## config.mk

```make
export PLATFORM = sky130hd
export DESIGN_NAME = rv_plic_scan_arb
export DESIGN_NICKNAME = d
export VERILOG_FILES = /design/src/rtl/rv_plic_scan_pkg.sv /design/src/rtl/rv_plic_scan_chunk.sv /design/src/rtl/rv_plic_scan_arb.sv
export SDC_FILE = /design/constraint.sdc
export NUM_CORES = 1
export LEC_CHECK = 0
export BUFFER_PORTS_ARGS = -buffer_cell sky130_fd_sc_hd__buf_4
export CORE_AREA = 2 2 119 121
export DETAILED_ROUTE_END_ITERATION = 8
export DIE_AREA = 0 0 121 123
export HOLD_SLACK_MARGIN = 0.06
export MAX_ROUTING_LAYER = met4
export PLACE_DENSITY = 0.73
export SYNTH_ARGS = -nofsm -noshare
export SYNTH_HDL_FRONTEND = slang
export SYNTH_SLANG_ARGS = --single-unit
```

## constraint.sdc

```tcl
create_clock -name clk_i -period 15.64 [get_ports clk_i]
set_clock_uncertainty 0.2 [all_clocks]
set_input_delay 0 -clock clk_i [delete_from_list [all_inputs] [get_ports clk_i]]
set_output_delay 0 -clock clk_i [all_outputs]
set_load 0.01 [all_outputs]
```

## src/rtl/rv_plic_scan_pkg.sv

```systemverilog
// Shared types and constants for the sequential PLIC target arbiter.
// Sizing lives here so the top and the chunk reducer agree on the layout.
package rv_plic_scan_pkg;

  localparam int NumSrc      = 55;  // source index == interrupt ID
  localparam int PrioW       = 2;
  localparam int SrcW        = 6;   // 2**SrcW >= NumSrc
  localparam int SrcPerCycle = 8;   // 1..NumSrc

  // SCAN cycles per sweep; one COMMIT cycle follows each sweep.
  localparam int NSweep = (NumSrc + SrcPerCycle - 1) / SrcPerCycle;
  // Source vectors are zero-padded to whole chunks so a partial last chunk
  // never selects beyond the real inputs.
  localparam int NPad   = NSweep * SrcPerCycle;
  localparam int ChunkW = (NSweep > 1) ? $clog2(NSweep) : 1;

  typedef enum logic {
    SCAN   = 1'b0,
    COMMIT = 1'b1
  } state_e;

  typedef struct packed {
    logic             vld;
    logic [PrioW-1:0] prio;
    logic [SrcW-1:0]  id;
  } cand_t;

  // True when a should replace b. Equal priority keeps b; since sources are
  // visited in ascending ID order, the lowest ID wins a tie.
  function automatic logic better(cand_t a, cand_t b);
    return a.vld && (!b.vld || (a.prio > b.prio));
  endfunction

endpackage

```

## src/rtl/rv_plic_scan_chunk.sv

```systemverilog
// Combinational reduction of one SrcPerCycle-wide chunk to its best candidate.
module rv_plic_scan_chunk
  import rv_plic_scan_pkg::*;
(
  input  logic [SrcPerCycle-1:0]       act_i,        // pending & enabled
  input  logic [SrcPerCycle*PrioW-1:0] prio_i,
  input  logic [PrioW-1:0]             threshold_i,
  input  logic [SrcW-1:0]              base_id_i,    // ID of lane 0
  output cand_t                        best_o
);

  // Ascending linear scan of the lanes, keeping the strict maximum.
  always_comb begin
    cand_t cand;
    // NOTE: every output and local gets a value before any condition, so no latch is inferred.
    best_o = '0;
    cand   = '0;
    for (int j = 0; j < SrcPerCycle; j++) begin
      cand.prio = prio_i[j*PrioW +: PrioW];
      cand.vld  = act_i[j] && (cand.prio > threshold_i);
      cand.id   = base_id_i + SrcW'(j);
      if (better(cand, best_o)) best_o = cand;
    end
  end

endmodule

```

## src/rtl/rv_plic_scan_arb.sv

```systemverilog
// Sequential per-target PLIC arbiter: sweeps the sources one chunk per cycle,
// commits the winner to irq_o/irq_id_o after each sweep, and answers claims.
// Optional: define RV_PLIC_SCAN_ARB_SPURCNT_EN to count claims that find no
// interrupt (spur_cnt_o, saturating); otherwise spur_cnt_o is tied to 0.
module rv_plic_scan_arb
  import rv_plic_scan_pkg::*;
(
  input  logic                    clk_i,
  input  logic                    rst_ni,
  input  logic [NumSrc-1:0]       ip_i,
  input  logic [NumSrc-1:0]       ie_i,
  input  logic [NumSrc*PrioW-1:0] prio_i,
  input  logic [PrioW-1:0]        threshold_i,
  input  logic                    claim_req_i,
  output logic                    claim_ack_o,
  output logic [SrcW-1:0]         claim_id_o,
  output logic [NumSrc-1:0]       claim_o,
  output logic                    irq_o,
  output logic [SrcW-1:0]         irq_id_o,
  output logic [15:0]             spur_cnt_o
);

  state_e              state_q;
  logic [ChunkW-1:0]   chunk_q;
  cand_t               best_q;
  cand_t               chunk_best;
  logic [NPad-1:0]       act_pad;
  logic [NPad*PrioW-1:0] prio_pad;
  int                  base;

  // Zero-pad the source vectors to whole chunks and locate the current chunk.
  always_comb begin
    act_pad                      = '0;
    act_pad[NumSrc-1:0]          = ip_i & ie_i;
    prio_pad                     = '0;
    prio_pad[NumSrc*PrioW-1:0]   = prio_i;
    base                         = int'(chunk_q) * SrcPerCycle;
  end

  rv_plic_scan_chunk u_chunk (
    .act_i       (act_pad[base +: SrcPerCycle]),
    .prio_i      (prio_pad[base*PrioW +: SrcPerCycle*PrioW]),
    .threshold_i (threshold_i),
    .base_id_i   (SrcW'(base)),
    .best_o      (chunk_best)
  );

  // Sweep FSM, best register, committed outputs and the claim handshake.
  // A claim outranks COMMIT: it consumes the pre-commit value and restarts.
  always_ff @(posedge clk_i or negedge rst_ni) begin
    if (!rst_ni) begin
      state_q     <= SCAN;
      chunk_q     <= '0;
      best_q      <= '0;
      irq_o       <= 1'b0;
      irq_id_o    <= '0;
      claim_ack_o <= 1'b0;
      claim_id_o  <= '0;
      claim_o     <= '0;
    end else begin
      // NOTE: state uses non-blocking assignments so every flop samples pre-edge values.
      claim_ack_o <= 1'b0;
      claim_o     <= '0;
      if (claim_req_i) begin
        claim_ack_o <= 1'b1;
        claim_id_o  <= irq_o ? irq_id_o : '0;
        claim_o     <= irq_o ? (NumSrc'(1) << irq_id_o) : '0;
        irq_o       <= 1'b0;
        irq_id_o    <= '0;
        best_q      <= '0;
        chunk_q     <= '0;
        state_q     <= SCAN;
      end else begin
        case (state_q)
          SCAN: begin
            if (better(chunk_best, best_q)) best_q <= chunk_best;
            if (chunk_q == ChunkW'(NSweep - 1)) begin
              chunk_q <= '0;
              state_q <= COMMIT;
            end else begin
              chunk_q <= chunk_q + 1'b1;
            end
          end
          COMMIT: begin
            irq_o    <= best_q.vld;
            irq_id_o <= best_q.vld ? best_q.id : '0;
            best_q   <= '0;
            state_q  <= SCAN;
          end
          default: state_q <= SCAN;
        endcase
      end
    end
  end

`ifdef RV_PLIC_SCAN_ARB_SPURCNT_EN
  // Saturating count of claims answered with ID 0, updated with claim_ack_o.
  always_ff @(posedge clk_i or negedge rst_ni) begin
    if (!rst_ni) begin
      spur_cnt_o <= '0;
    end else if (claim_req_i && !irq_o && (spur_cnt_o != 16'hFFFF)) begin
      spur_cnt_o <= spur_cnt_o + 16'd1;
    end
  end
`else
  assign spur_cnt_o = '0;
`endif

endmodule

```

==> key figures <==
Setup path
  • RR Startpoint: chunk_q[2]
  • Data arrival, critical path: 13.70 ns
  • Crit-path leading delay family: compound AO/OA/AOI/OAI gates
  • Worst reg-to-reg path cell count: 57
  • Worst path buffer plus inverter count: 6
  • Crit end category: flip-flop
  • Crit-path max FO: 21
  • Crit path launch type: flip-flop
  • Worst stage delay on the critical path: 0.78 ns
  • Reg-to-reg endpoint: best_q[2]
  • Required time worst endpoint: 15.65 ns
  • Worst R2R Setup Slack: 1.95 ns
  • WS Path Type: reg -> reg
  • Critical path's most frequent cell: ha_1
  • Critical-path top delay cell: dfrtp_1

Clocking
  • CTS Buf Count: 9
  • Clock tree buffer depth: 2
  • CTS tree: yes
  • Clk sinks: 82
  • Later-pin clock latency in the skew report: 0.33 ns
  • Clock-pin transition on the worst setup and hold timing paths: 0.06 ns
  • Max H-tree Level: 3
  • Post-CTS sizing: 0
  • Root buffer cell: clkbuf_16

Pwr
  • Pint: 496.8 uW
  • Sw power: 217.6 uW
  • Part of the power in registers: 0.321
  • Power per Cell Area: 87.31 nW/um^2
  • Pleak: 4.059 nW
  • Total power: 714.5 uW
  • Combinational power share: 0.349
  • Worst IR Drop VDD: 0.00004232 V
  • Sw Share: 0.3046
  • Clock group share of total power: 0.330

Global route
  • Total track usage: 0.2574
  • Initial antenna violation count: 0
  • Vias in the first global route: 5,706
  • Gr ovfl total: 0
  • Maximum number of pins on one net before global-route repair: 83
  • First-pass GRT wire length: 29,240 um

Flow run
  • # Max-Cap Violations: 0

Layout
  • Nets: 1,128
  • Fillcell total: 1,209
  • Register Area: 2057 um^2
  • Layout cells sized above 1: 0.4136
  • Area used by multi-input combinational logic: 3197 um^2
  • Antenna cell count: 0
  • Layout area overhead: 45.43%

Timing
  • Fin Setup TNS: 0 ns
  • Final slew viol count: 0
  • Period utilization: 0.8755
  • Max_slew headroom: 0.3611
  • Setup Viol. Count Final: 0
  • Slew @ Worst Pin: 0.9583 ns
  • Post-route minimum period: 13.69 ns
  • Final hold violations: 0
  • RSZ-0062 raised after global routing: no
  • Fmax: 73.03 MHz

Synth
  • Seq/Total Area, Yosys: 0.3647
  • Number of synthesized flops with an enable pin: 0
  • Primary FF master, synth: dfrtp_1
  • Number of synthesized register bits: 82
  • Post-synth ARST share: 1.000
  • Post-Syn Area per Cell: 9.316 um^2
  • YS warnings: 0
  • Cells after Synth: 604
  • Unique masters post-synth: 73
  • Area of the mapped netlist: 5627 um^2

Die
  • Core footprint: 13,610 um^2
  • Std cell rows: 43
  • Die area: 14,880 um^2
  • Starting Density: 0.4134
  • Die Span Y: 123 um
  • Top-level I/O count: 310
  • Die W: 121 um

Drt
  • Post-DRT Antenna Nets: 0
  • DR vias: 5,667
  • Pre-antenna DRT Iters: 4
  • Iteration-0 DRC Markers: 251
  • Residual DRC count: 0
  • Per-cell routed wire length: 17.42 um
  • Vias per std cell: 5.346
  • Routed WL: 18,460 um

Placed design
  • Detail Placement HPWL: 14,720 um
  • Placer Congestion: 0.8913
  • Input/output buffers: 293

Outcome
  • Status: finished clean

Worst hold path
  • Hold Crit Class: in -> async
[flip-flops by register name (all words and copies together), names as in the netlist]
signal	cells
claim_id_o	6
chunk_q	3
claim_ack_o	1
irq_o	1
state_q	1
claim_o	55
irq_id_o	6
best_q	9
[metrics by stage]
stage	area (um^2)	utilization	setup slack, ns	instances	hold WS [ns]
after floorplan	5683	-	3.939	619	-0.4956
after global placement	7825	0.5749	2.461	1043	0.01720
after detailed placement	7825	0.5749	2.020	1043	0.01610
after CTS	8183	0.6012	1.961	1060	0.2095
after global routing	8183	0.6012	0.8433	1060	0.2923
final	8183	0.6012	1.948	1060	0.1838
[what timing repair did]
item | in CTS | in global routing
setup buffers | 0 | 0
hold endpoints to repair | 100 | 0
hold buffers | 2 | 0
[area by class of cell]
class	count	area share
flip-flops and latches	82	0.2514
repair buffers	299	0.2749
clock inverters	6	0.01376
multi-input cells	453	0.3907
inverters	31	0.01422
well taps	180	0.02752
clock buffers	9	0.02752
[cells by family after synthesis]
family	share of synthesized area
adders and majority gates	0.06204
other	0.0006665
and+or+nand+nor	0.1959
DFF	0.3647
muxes	0.1056
AOI/OAI and AO/OA	0.1939
buffers and inverters	0.07716
[per-layer routing]
metal | routed length [um] | vias up | global-route usage
met4 | 318 | 0 | 0.06831
li1 | - | 2718 | -
met2 | 9335 | 253 | 0.4340
met1 | 7627 | 2668 | 0.3243
met5 | 0 | - | -
met3 | 1179 | 28 | 0.04013
[worst max path at each step]
stage / start / to / slack (ns) / cells past startpoint
floorplan: chunk_q[0] / best_q[2] / 3.94 / 58
global placement: chunk_q[1] / best_q[1] / 2.46 / 58
detailed placement: chunk_q[2] / best_q[2] / 2.02 / 57
CTS: chunk_q[2] / best_q[2] / 1.96 / 57
global route: chunk_q[1] / best_q[2] / 0.84 / 58
finish: chunk_q[2] / best_q[2] / 1.95 / 57
[Yosys cell counts, drive strengths merged (3+ instances only)]
master,number,area share
mux2,11,0.023
o22ai,3,0.0044
a311o,3,0.0053
and2,3,0.0033
nand2b,3,0.0033
or2,9,0.010
nand4b,7,0.011
nor3,14,0.012
nand4,7,0.0089
nand2,48,0.032
dfrtp,82,0.36
nand3,25,0.022
a2bb2oi,3,0.0047
nor2b,13,0.014
nand4bb,4,0.0080
o21ai,34,0.031
mux2i,18,0.034
a221o,10,0.018
nor2,79,0.053
a21oi,28,0.026
o211ai,11,0.016
a41o,3,0.0053
inv,29,0.019
mux4,12,0.048
buf,38,0.046
a211oi,9,0.015
a32oi,4,0.0062
ha,27,0.060
a22oi,9,0.012
and3,4,0.0044
nand3b,4,0.0053
nor4,3,0.0044
clkbuf,15,0.010
[layout by cell type, fill, tap and decap left out, drive strengths merged, types with 3 or more instances in the layout]
cell and instances:
a32oi 4, ha 27, and3 4, nor4 3, nand4b 7, nand2 48, or2 9, nand3b 4
and2 3, clkbuf 9, nor2 79, a211oi 9, o22ai 3, o211ai 11, a21oi 28, a2bb2oi 3
inv 31, nand4bb 4, a22oi 9, dfrtp 82, a221o 10, nand2b 3, o21ai 34, mux2 11
conb 16, nand4 7, buf 297, mux2i 18, a311o 3, a41o 3, bufinv 3, clkinv 3
nand3 25, nor2b 13, nor3 14, mux4 12
[power groups by stage]
stage / clock network (mW) / registers, mW / logic (mW)
floorplan: 0 / 0.227 / 0.176
global placement: 0 / 0.233 / 0.243
detailed placement: 0 / 0.233 / 0.248
CTS: 0.238 / 0.229 / 0.250
global route: 0.250 / 0.230 / 0.281
finish: 0.236 / 0.229 / 0.249
No activity file was read; power rests on OpenSTA's default activity.
